## src/rtl/qspi_rb_packer.sv

```systemverilog
// qspi_rb_packer: packs a flash readback byte stream into 32-bit
// buffer-memory words and reports a per-packet completion status.
module qspi_rb_packer #(
  parameter int MEM_ADDR_BITS = 16
) (
  input  logic                     clk,
  input  logic                     reset_n,
  input  logic                     cfg_valid,
  input  logic [31:0]              cfg_data,
  output logic                     cfg_ready,
  input  logic [7:0]               flash_in_data,
  input  logic                     flash_in_valid,
  input  logic                     flash_in_tlast,
  output logic                     flash_in_ready,
  output logic [MEM_ADDR_BITS-1:2] mem_addr,
  output logic                     mem_valid,
  output logic                     mem_wr,
  output logic [31:0]              mem_out_data,
  input  logic                     mem_ready,
  output logic                     stat_valid,
  output logic [31:0]              stat_data,
  input  logic                     stat_ready
);

  localparam int AW = MEM_ADDR_BITS - 2;

  typedef enum logic [1:0] {
    IDLE,
    PACK,
    WRITE,
    STAT
  } state_t;

  state_t state_q, state_d;

  logic [1:0]    rst_sync;
  logic          rst_n;
  logic [AW-1:0] addr_q;
  logic [31:0]   word_q;
  logic [15:0]   cnt_q;
  logic [1:0]    lane_q;
  logic          wrap_q;
  logic          last_q;

  logic cfg_hs;
  logic byte_hs;
  logic mem_hs;
  logic byte_done;
  logic unused_cfg;

  // Assert asynchronously, release two edges later.
  always_ff @(posedge clk or negedge reset_n) begin
    if (!reset_n) rst_sync <= 2'b00;
    else          rst_sync <= {rst_sync[0], 1'b1};
  end

  assign rst_n = rst_sync[1];

  assign unused_cfg = ^{cfg_data[31:MEM_ADDR_BITS], cfg_data[1:0]};

  assign cfg_hs    = cfg_valid & cfg_ready;
  assign byte_hs   = flash_in_valid & flash_in_ready;
  assign mem_hs    = mem_valid & mem_ready;
  assign byte_done = (lane_q == 2'd3) | flash_in_tlast;

  always_comb begin
    state_d        = state_q;
    cfg_ready      = 1'b0;
    flash_in_ready = 1'b0;
    mem_valid      = 1'b0;
    stat_valid     = 1'b0;
    unique case (state_q)
      IDLE: begin
        cfg_ready = 1'b1;
        if (cfg_valid) state_d = PACK;
      end
      PACK: begin
        flash_in_ready = 1'b1;
        if (flash_in_valid && byte_done) state_d = WRITE;
      end
      WRITE: begin
        mem_valid = 1'b1;
        if (mem_ready) state_d = last_q ? STAT : PACK;
      end
      STAT: begin
        stat_valid = 1'b1;
        if (stat_ready) state_d = IDLE;
      end
      default: state_d = IDLE;
    endcase
  end

  assign mem_wr       = mem_valid;
  assign mem_addr     = addr_q;
  assign mem_out_data = word_q;
  assign stat_data    = {wrap_q, 15'b0, cnt_q};

  always_ff @(posedge clk or negedge rst_n) begin
    if (!rst_n) state_q <= IDLE;
    else        state_q <= state_d;
  end

  always_ff @(posedge clk or negedge rst_n) begin
    if (!rst_n) begin
      addr_q <= '0;
      word_q <= '0;
      cnt_q  <= '0;
      lane_q <= '0;
      wrap_q <= 1'b0;
      last_q <= 1'b0;
    end else begin
      if (cfg_hs) begin
        addr_q <= cfg_data[MEM_ADDR_BITS-1:2];
        word_q <= '0;
        cnt_q  <= '0;
        lane_q <= '0;
        wrap_q <= 1'b0;
        last_q <= 1'b0;
      end
      if (byte_hs) begin
        word_q[{lane_q, 3'b000} +: 8] <= flash_in_data;
        lane_q <= lane_q + 2'd1;
        last_q <= flash_in_tlast;
        if (cnt_q != 16'hFFFF) cnt_q <= cnt_q + 16'd1;
      end
      if (mem_hs) begin
        word_q <= '0;
        addr_q <= addr_q + 1'b1;
        if (&addr_q) wrap_q <= 1'b1;
      end
    end
  end

endmodule

```

## config.mk

```make
export PLATFORM = sky130hd
export DESIGN_NAME = qspi_rb_packer
export DESIGN_NICKNAME = d
export VERILOG_FILES = /design/src/rtl/qspi_rb_packer.sv
export SDC_FILE = /design/constraint.sdc
export NUM_CORES = 1
export LEC_CHECK = 0
export CAP_MARGIN = 0
export CORE_MARGIN = 2
export CORE_UTILIZATION = 34
export CTS_CLUSTER_SIZE = 25
export DETAILED_ROUTE_END_ITERATION = 16
export PLACE_DENSITY_LB_ADDON = 0.25
export SYNTH_ARGS = -nofsm -noshare
export SYNTH_HDL_FRONTEND = slang
export SYNTH_SLANG_ARGS = --single-unit
```

## constraint.sdc

```tcl
create_clock -name clk -period 6.3 [get_ports clk]
set_input_delay 1.26 -clock clk [delete_from_list [all_inputs] [get_ports clk]]
set_output_delay 1.26 -clock clk [all_outputs]
set_load 0.02 [all_outputs]
```

==> results of run 1 <==
-- per-layer routing --
layer  track usage [%]  vias to the layer above  share of wire, %
met2              27.1                       74                48
li1                  -                     1467                 -
met4              4.98                        0              0.34
met1              23.6                     1493                47
met5                 0                        -                 0
met3              3.68                        2               5.0
-- metrics by stage --
stage | util [%] | cell area, sq um | total power [uW] | worst slack, ns
floorplan | - | 3590 | 1110 | 3.96
detailed placement | 44.1 | 4490 | 1380 | 2.75
CTS | 46.6 | 4750 | 1850 | 3.10
global route | 46.6 | 4750 | 1940 | 3.00
global placement | 44.1 | 4490 | 1360 | 2.80
finish | 46.6 | 4750 | 1830 | 3.17
-- cell type report --
type	count	share of cell area, %
Multi-Input combinational cell	263	32.9
Timing Repair Buffer	97	20.4
Clock inverter	7	2.69
Inverter	11	0.870
Clock buffer	9	2.61
Sequential cell	70	36.9
Tap cell	136	3.59
-- cells by family (layout without fill, tap and decap cells) --
group	Yosys count	after routing	share of synthesized area (%)
simple gates	141	141	21.1
fa+ha+maj	7	7	2.48
flops	70	70	49.6
xor+xnor	3	3	0.744
mux	1	1	0.283
other cells	2	16	0.213
buf+inv	46	124	7.72
compound gates	95	95	17.8
-- worst reg2reg max path, stage by stage (launching register included) --
cell,delay [ns]
dfrtp_1,0.51
inv_1,0.19
ha_1,0.40
inv_1,0.12
nor3_1,0.84
nand3_1,0.19
a21oi_1,0.16
-- worst max path at each step --
stage | from | endpoint | slack, ns
floorplan | state_q[0] | mem_wr | 3.96
global placement | mem_ready | mem_out_data[24] | 2.80
detailed placement | mem_ready | mem_out_data[27] | 2.75
CTS | mem_ready | mem_out_data[29] | 3.10
global route | mem_ready | mem_out_data[29] | 3.00
finish | mem_ready | mem_out_data[29] | 3.17
-- cells in the final DEF (no fill, tap or decap), types with 7 or more instances in the layout --
| cell | count |
|---|---|
| a21oi_1 | 22 |
| nand3_1 | 37 |
| o21ai_0 | 22 |
| ha_1 | 7 |
| a22o_1 | 18 |
| nand2_1 | 30 |
| clkbuf_8 | 9 |
| nor3_1 | 8 |
| clkdlybuf4s50_1 | 96 |
| inv_1 | 11 |
| a22oi_1 | 9 |
| conb_1 | 16 |
| dfrtp_1 | 69 |
| nor2_1 | 30 |
-- state kept, by name (all words and copies together), names as in the netlist --
register / count
cnt_q: 16
lane_q: 2
last_q: 1
mem_addr: 14
mem_out_data: 32
rst_sync: 2
state_q: 2
wrap_q: 1
-- power groups by stage --
stage / registers [uW] / clock network, uW / logic (uW)
6_report: 651 / 456 / 718
2_1_floorplan: 718 / 0 / 388
3_5_place_dp: 655 / 0 / 724
3_3_place_gp: 653 / 0 / 710
5_1_grt: 667 / 488 / 782
4_1_cts: 650 / 469 / 727
==> reports/qor.csv, run 1 <==
metric,value,unit
rr_worst_depth,6,
finalNonFillerCells,593,
ctsResizeCount,0,
path_buf_inv,1,
hpwl,6510,microns
area_growth_syn_to_layout,34.3,%
grt_pass1_vias,2958,
drive_gt1_share,6.13,%
grt_max_degree,53,
yosysMostFrequentCell,dfrtp_1,
period_share,49.7,%
syn_area,3530,sq um
die_w,106,microns
slew_headroom,31.4,%
start_kind,input pin,
hp-class,flop to async pin,
reg2reg_to,mem_out_data[17],
timing.rr.start,lane_q[0],
grt_pass1_wl,15100,microns
criticalPathCategory,input pin to flop,
synth-async-reset-ratio,100,%
clockRootBuffer,clkbuf_8,
nFillCells,1019,
track_usage,17.1,%
cap_violations,0,
avgSynthCellArea,9.68,sq um
fin_worst_skew,0.00984,ns
yosysUniqueCellTypes,48,
vias_per_cell,5.12,
numCtsBuffers,9,
yosys_warnings,0,
p_int,1110,uW
clkPwrFrac,25.0,%
synth_commonest_cells,"dfrtp_1 (70), nand3_1 (37), nand2_1 (30), nor2_1 (30)",
cts_tree,yes,
portBuffers,96,
worst_path_largest_cell_delay,0.74,ns
drtIter0Drc,140,
crit_path_end_kind,flop,
io_pins,130,
place.gp.congestion,0.836,
antenna_left,0,
start_util,34.7,%
crit_top_cell,a21oi_1,
clock-sinks,70,
syn_inst,365,
p_leak,0.00199,uW
h-tree-depth,3,
synth_edf_count,0,
multi_input_area,1560,sq um
wirelength,9280,microns
grt_overflow,0,
slew_violations,0,
comb_power_share,39.4,%
fp-row-count,37,
synth_top_area_share,49.6,%
clock_latency,0.34,ns
synth-seq-area-share,49.6,%
vias,3036,
tightest_slew,1.02,ns
yosys-top-cells-area,"dfrtp_1 (50%), nand3_1 (5.2%), a22o_1 (4.5%)",
ir_drop,0.169,mV
cts_max_path_buffers,2,
path_clk_slew,0.08,ns
dieArea,11200,sq um
wl_per_cell,15.7,microns
hold_violations,0,
antenna_found_initial,0,
synth_top_area_cell,dfrtp_1,
finalSetupViolCount,0,
crit_family,compound AO/OA/AOI/OAI gates,
antenna_cells,0,
first_pass_iters,4,
power.density,385,nW/um^2
path_depth,5,
max_freq,0.320,GHz
core,10200,sq um
seqPwrFrac,35.7,%
r2r_setup_slack,3.83,ns
timing.hold.ws,0.190,ns
worstPathRequired,6.51,ns
tns,0,ns
synthFlopType,dfrtp_1,
finalNetCount,506,
worstPathArrival,3.34,ns
postSynthRegisterBits,70,
swShare,39.5,%
area.sequential,1750,sq um
outcome,finished clean,
drc,0,
rsz0062_at_grt,no,
slowest_stage,a21oi_1,
p_switching,720,uW
place_inst,577,
die_h,106,microns
cts_post_setup_buffers_inserted,0,
path_max_fanout,11,
ctsHoldBuffers,0,
min_period,3.13,ns
path_cells,clkdlybuf4s50_1 -> nand2_1 -> a21oi_1 -> a21oi_1 -> a22o_1,
No activity file was read; power rests on OpenSTA's default activity.
==> run 2, diff against run 1 <==
==> constraint.sdc (replaced) <==
create_clock -name clk -period 2.55 [get_ports clk]
set_input_delay 0.51 -clock clk [delete_from_list [all_inputs] [get_ports clk]]
set_output_delay 0.51 -clock clk [all_outputs]
set_load 0.02 [all_outputs]
==> reports/qor.csv, run 2 (synthesized netlist as in run 1, its figures left out) <==
metric,value,unit,change
core,10200,sq um,unchanged
hp-class,flop to async pin,,
path_cells,and2b_1 -> clkdlybuf4s50_1,,
vias_per_cell,5.12,,about the same
finalNonFillerCells,602,,+1.5%
finalSetupViolCount,0,,unchanged
p_leak,0.00200,uW,+0.40%
place.gp.congestion,0.866,,+3.5%
final_common_cell,clkdlybuf4s50_1,,
final_area,4750,sq um,+0.18%
grt_max_degree,53,,unchanged
finalNetCount,515,,+1.8%
grt_overflow,0,,unchanged
cts_post_setup_buffers_inserted,0,,unchanged
power,4290,uW,+130%
dieArea,11200,sq um,unchanged
wirelength,9370,microns,+0.93%
wl_per_cell,15.6,microns,-0.58%
outcome,finished clean,,
die_w,106,microns,unchanged
drive_gt1_share,7.94,%,+1.8 points
ctsHoldBuffers,0,,unchanged
finish.utilization,46.7,%,+0.086 points
hold_violations,0,,unchanged
cts_max_path_buffers,2,,unchanged
min_period,2.28,ns,
antenna_cells,0,,unchanged
rsz0062_at_grt,no,,
grt_pass1_wl,15800,microns,+4.1%
drc,0,,unchanged
worstPathRequired,2.04,ns,-4.47 ns
slew_headroom,41.4,%,+10 points
die_h,106,microns,unchanged
io_pins,130,,unchanged
criticalPathCategory,flop to primary output,,
worstPathArrival,1.77,ns,-1.57 ns
start_kind,flop,,
cts_tree,yes,,
hpwl,6600,microns,+1.4%
place_inst,586,,+1.6%
crit_family,buffers and inverters,,
ir_drop,0.367,mV,+120%
period_share,89.5,%,
drtIter0Drc,209,,+49%
path_clk_slew,0.08,ns,about the same
vias,3081,,+1.5%
largest_register_ff_count,32,,unchanged
first_pass_iters,4,,unchanged
crit_path_end_kind,primary output,,
clockRootBuffer,clkbuf_8,,
slew_violations,0,,unchanged
portBuffers,96,,unchanged
grt_pass1_vias,3000,,+1.4%
area_growth_syn_to_layout,34.6,%,
numCtsBuffers,9,,unchanged
cap_violations,0,,unchanged
path_buf_inv,1,,unchanged
track_usage,17.5,%,+0.47 points
place_area,4570,sq um,+1.8%
fin_worst_skew,0.0118,ns,+0.00193 ns
tightest_slew,0.878,ns,-0.143 ns
max_freq,0.438,GHz,
slowest_stage,clkdlybuf4s50_1,,
antenna_left,0,,unchanged
tns,0,ns,unchanged
clock-sinks,70,,unchanged
h-tree-depth,3,,unchanged
worst_path_largest_cell_delay,0.62,ns,-0.12 ns
power.density,901,nW/um^2,+130%
most-common-layout-cells,"clkdlybuf4s50_1 (96), dfrtp_1 (69), nand3_1 (37), nand2_1 (30), nor2_1 (30)",,
clock_latency,0.34,ns,about the same
ctsResizeCount,0,,unchanged
antenna_found_initial,0,,unchanged
fp-row-count,37,,unchanged
path_max_fanout,12,,+1
start_util,34.7,%,unchanged
==> run 2: changes by cell type in the layout (fill, tap and decap cells not counted) <==
cell	delta
buf_12	+1
buf_4	+8
bufinv_16	-3
clkinv_2	+1
clkinvlp_4	+3
inv_6	-1
==> run 2: worst reg2reg max path, cell delays in order, from the launching register on <==
cell	delay [ns]
dfrtp_1	0.51
inv_1	0.19
ha_1	0.40
nor4_1	0.26
and3_1	0.46
a22o_1	0.19
==> run 2: through the flow <==
stage	hold WS (ns)	setup WS, ns
after CTS	0.223	0.252
after global placement	0.213	0.141
after global routing	0.249	0.182
after detailed placement	0.217	0.125
final	0.202	0.267
after floorplan	0.214	0.456
==> run 2: final cells by class <==
cell class | count | area (sq um)
flip-flops and latches | 70 | 1750
repair buffers | 106 | 1050
well taps | 136 | 170
clock inverters | 7 | 56.3
fillers | 1010 | 5430
inverters | 11 | 41.3
clock buffers | 9 | 124
multi-input cells | 263 | 1560
==> run 2: worst paths after layout <==
path | startpoint | end | slack (ns) | depth (start not counted)
worst max-delay path | state_q[1] | flash_in_ready | 0.27 | 2
worst min-delay path | rst_sync[1] | cnt_q[2] | 0.20 | 0
worst max register to register | lane_q[0] | mem_out_data[29] | 0.48 | 5
worst min register to register | rst_sync[1] | cnt_q[2] | 0.20 | 0
max in group asynchronous | rst_sync[1] | mem_out_data[7] | 1.72 | 1
min in group clk | rst_sync[0] | rst_sync[1] | 0.35 | 0
==> run 2: layer usage <==
| metal | wire, microns | global-route usage [%] | part of all wire, % |
|---|---|---|---|
| met4 | 91 | 4.51 | 0.97 |
| met2 | 4330 | 26.3 | 46 |
| met3 | 653 | 5.64 | 7.0 |
| met5 | 0 | 0 | 0 |
| met1 | 4300 | 24.6 | 46 |
==> run 2: report_power, final <==
group,total [uW],internal [uW],switching [uW]
clock network,836,365,471
registers,1600,1330,270
logic,1850,785,1060
total,4290,2480,1800
==> run 3, diff against run 2 <==
--- a/config.mk
+++ b/config.mk
@@ -6,11 +6,11 @@
 export NUM_CORES = 1
 export LEC_CHECK = 0
 export CAP_MARGIN = 0
-export CORE_MARGIN = 2
+export CORE_MARGIN = 1
 export CORE_UTILIZATION = 34
 export CTS_CLUSTER_SIZE = 25
 export DETAILED_ROUTE_END_ITERATION = 16
-export PLACE_DENSITY_LB_ADDON = 0.25
+export PLACE_DENSITY = 0.66
 export SYNTH_ARGS = -nofsm -noshare
 export SYNTH_HDL_FRONTEND = slang
 export SYNTH_SLANG_ARGS = --single-unit
==> reports/qor.csv, run 3 (synthesized netlist as in run 1, its figures left out) <==
metric,value,unit,change
h-tree-depth,3,,unchanged
die_h,104,microns,-1.9%
rsz0062_at_grt,no,,
crit_path_end_kind,primary output,,
grt_overflow,0,,unchanged
critPathLaunch,state_q[1],,
core,9910,sq um,-2.7%
worstPathRequired,2.04,ns,about the same
max_freq,0.440,GHz,+0.54%
portBuffers,96,,unchanged
timing.rr.start,lane_q[0],,
tightest_slew,0.610,ns,-0.268 ns
p_leak,0.00201,uW,+0.50%
drive_gt1_share,7.69,%,-0.25 points
path_max_fanout,12,,unchanged
reg2reg_to,mem_out_data[15],,
fin_worst_skew,0.0135,ns,+0.00177 ns
track_usage,17.8,%,+0.32 points
first_pass_iters,6,,+2
path_cells,and2b_1 -> clkdlybuf4s50_1,,
place_inst,585,,-0.17%
finalNonFillerCells,601,,-0.17%
finalSetupViolCount,0,,unchanged
place.gp.congestion,0.796,,-8.0%
rr_worst_depth,6,,+1
power,4310,uW,+0.66%
clock_latency,0.34,ns,about the same
vias,3112,,+1.0%
hold_violations,0,,unchanged
cap_violations,0,,unchanged
antenna_found_initial,0,,unchanged
slew_violations,0,,unchanged
vias_per_cell,5.18,,+1.2%
drc,0,,unchanged
grt_max_degree,29,,-45%
tns,0,ns,unchanged
grt_pass1_wl,15600,microns,-1.1%
ir_drop,0.337,mV,-8.2%
min_period,2.27,ns,-0.0123 ns
clockRootBuffer,clkbuf_8,,
outcome,finished clean,,
dieArea,10800,sq um,-3.7%
power.density,907,nW/um^2,+0.63%
finish.utilization,48.0,%,+1.3 points
largest_register_ff_count,32,,unchanged
antenna_left,0,,unchanged
period_share,89.0,%,-0.48 points
slew_headroom,59.0,%,+18 points
start_kind,flop,,
criticalPathCategory,flop to primary output,,
cts_max_path_buffers,2,,unchanged
ctsHoldBuffers,0,,unchanged
start_util,35.7,%,+0.96 points
antenna_cells,0,,unchanged
hpwl,6780,microns,+2.7%
worst_path_largest_cell_delay,0.63,ns,about the same
fp-row-count,36,,-2.7%
wl_per_cell,15.6,microns,+0.21%
crit_family,buffers and inverters,,
numCtsBuffers,9,,unchanged
worstPathArrival,1.76,ns,about the same
finalNetCount,517,,+0.39%
die_w,104,microns,-1.9%
grt_pass1_vias,3017,,+0.57%
hp-class,flop to async pin,,
ctsResizeCount,0,,unchanged
most-common-layout-cells,"clkdlybuf4s50_1 (96), dfrtp_1 (69), nand3_1 (37), nand2_1 (30), nor2_1 (30)",,
final_common_cell,clkdlybuf4s50_1,,
r2r_setup_slack,0.46,ns,-0.02 ns
slowest_stage,clkdlybuf4s50_1,,
clock-sinks,70,,unchanged
cts_tree,yes,,
cts_post_setup_buffers_inserted,0,,unchanged
drtIter0Drc,174,,-17%
path_clk_slew,0.08,ns,about the same
path_buf_inv,1,,unchanged
wirelength,9370,microns,about the same
io_pins,130,,unchanged
area_growth_syn_to_layout,34.6,%,about the same
timing.hold.ws,0.278,ns,+0.0766 ns
==> run 3: changes by cell type in the layout (fill, tap and decap cells not counted), sizes merged <==
| cell | delta |
|---|---|
| clkinvlp | -2 |
| clkinv | +1 |
| buf | +2 |
| clkbuf | +3 |
| inv | -3 |
| bufinv | +1 |
==> run 3: metrics by stage <==
stage,worst slack (ns),area (sq um)
floorplan,0.456,3590
global placement,0.294,4570
detailed placement,0.278,4570
CTS,0.256,4760
global route,0.233,4760
finish,0.280,4760
==> run 3: worst max path at each step <==
stage               cells past startpoint  slack (ns)               end
CTS                                     2        0.26    flash_in_ready
global route                            2        0.23    flash_in_ready
global placement                        5        0.29  mem_out_data[24]
detailed placement                      5        0.28  mem_out_data[31]
finish                                  2        0.28    flash_in_ready
floorplan                               0        0.46          cnt_q[0]
==> run 3: final cells by class <==
class                           count  area [sq um]
Fill cell                         950          5150
Inverter                           11          41.3
Clock inverter                      4          47.5
Multi-Input combinational cell    263          1560
Sequential cell                    70          1750
Tap cell                          133           166
Timing Repair Buffer              108          1050
Clock buffer                       12           135
==> run 3: report_power, final <==
group	internal [uW]	total (uW)	switching, uW
Sequential	1330	1610	276
Clock	450	863	413
Combinational	792	1840	1050
==> run 3: layer usage <==
layer  global-route usage (%)  vias to the layer above  share of wire [%]
met5                        0                        -                  0
met4                     8.06                        0                2.4
met3                     3.63                       17                4.4
met2                     28.7                      106                 47
met1                     23.2                     1506                 46
li1                         -                     1483                  -
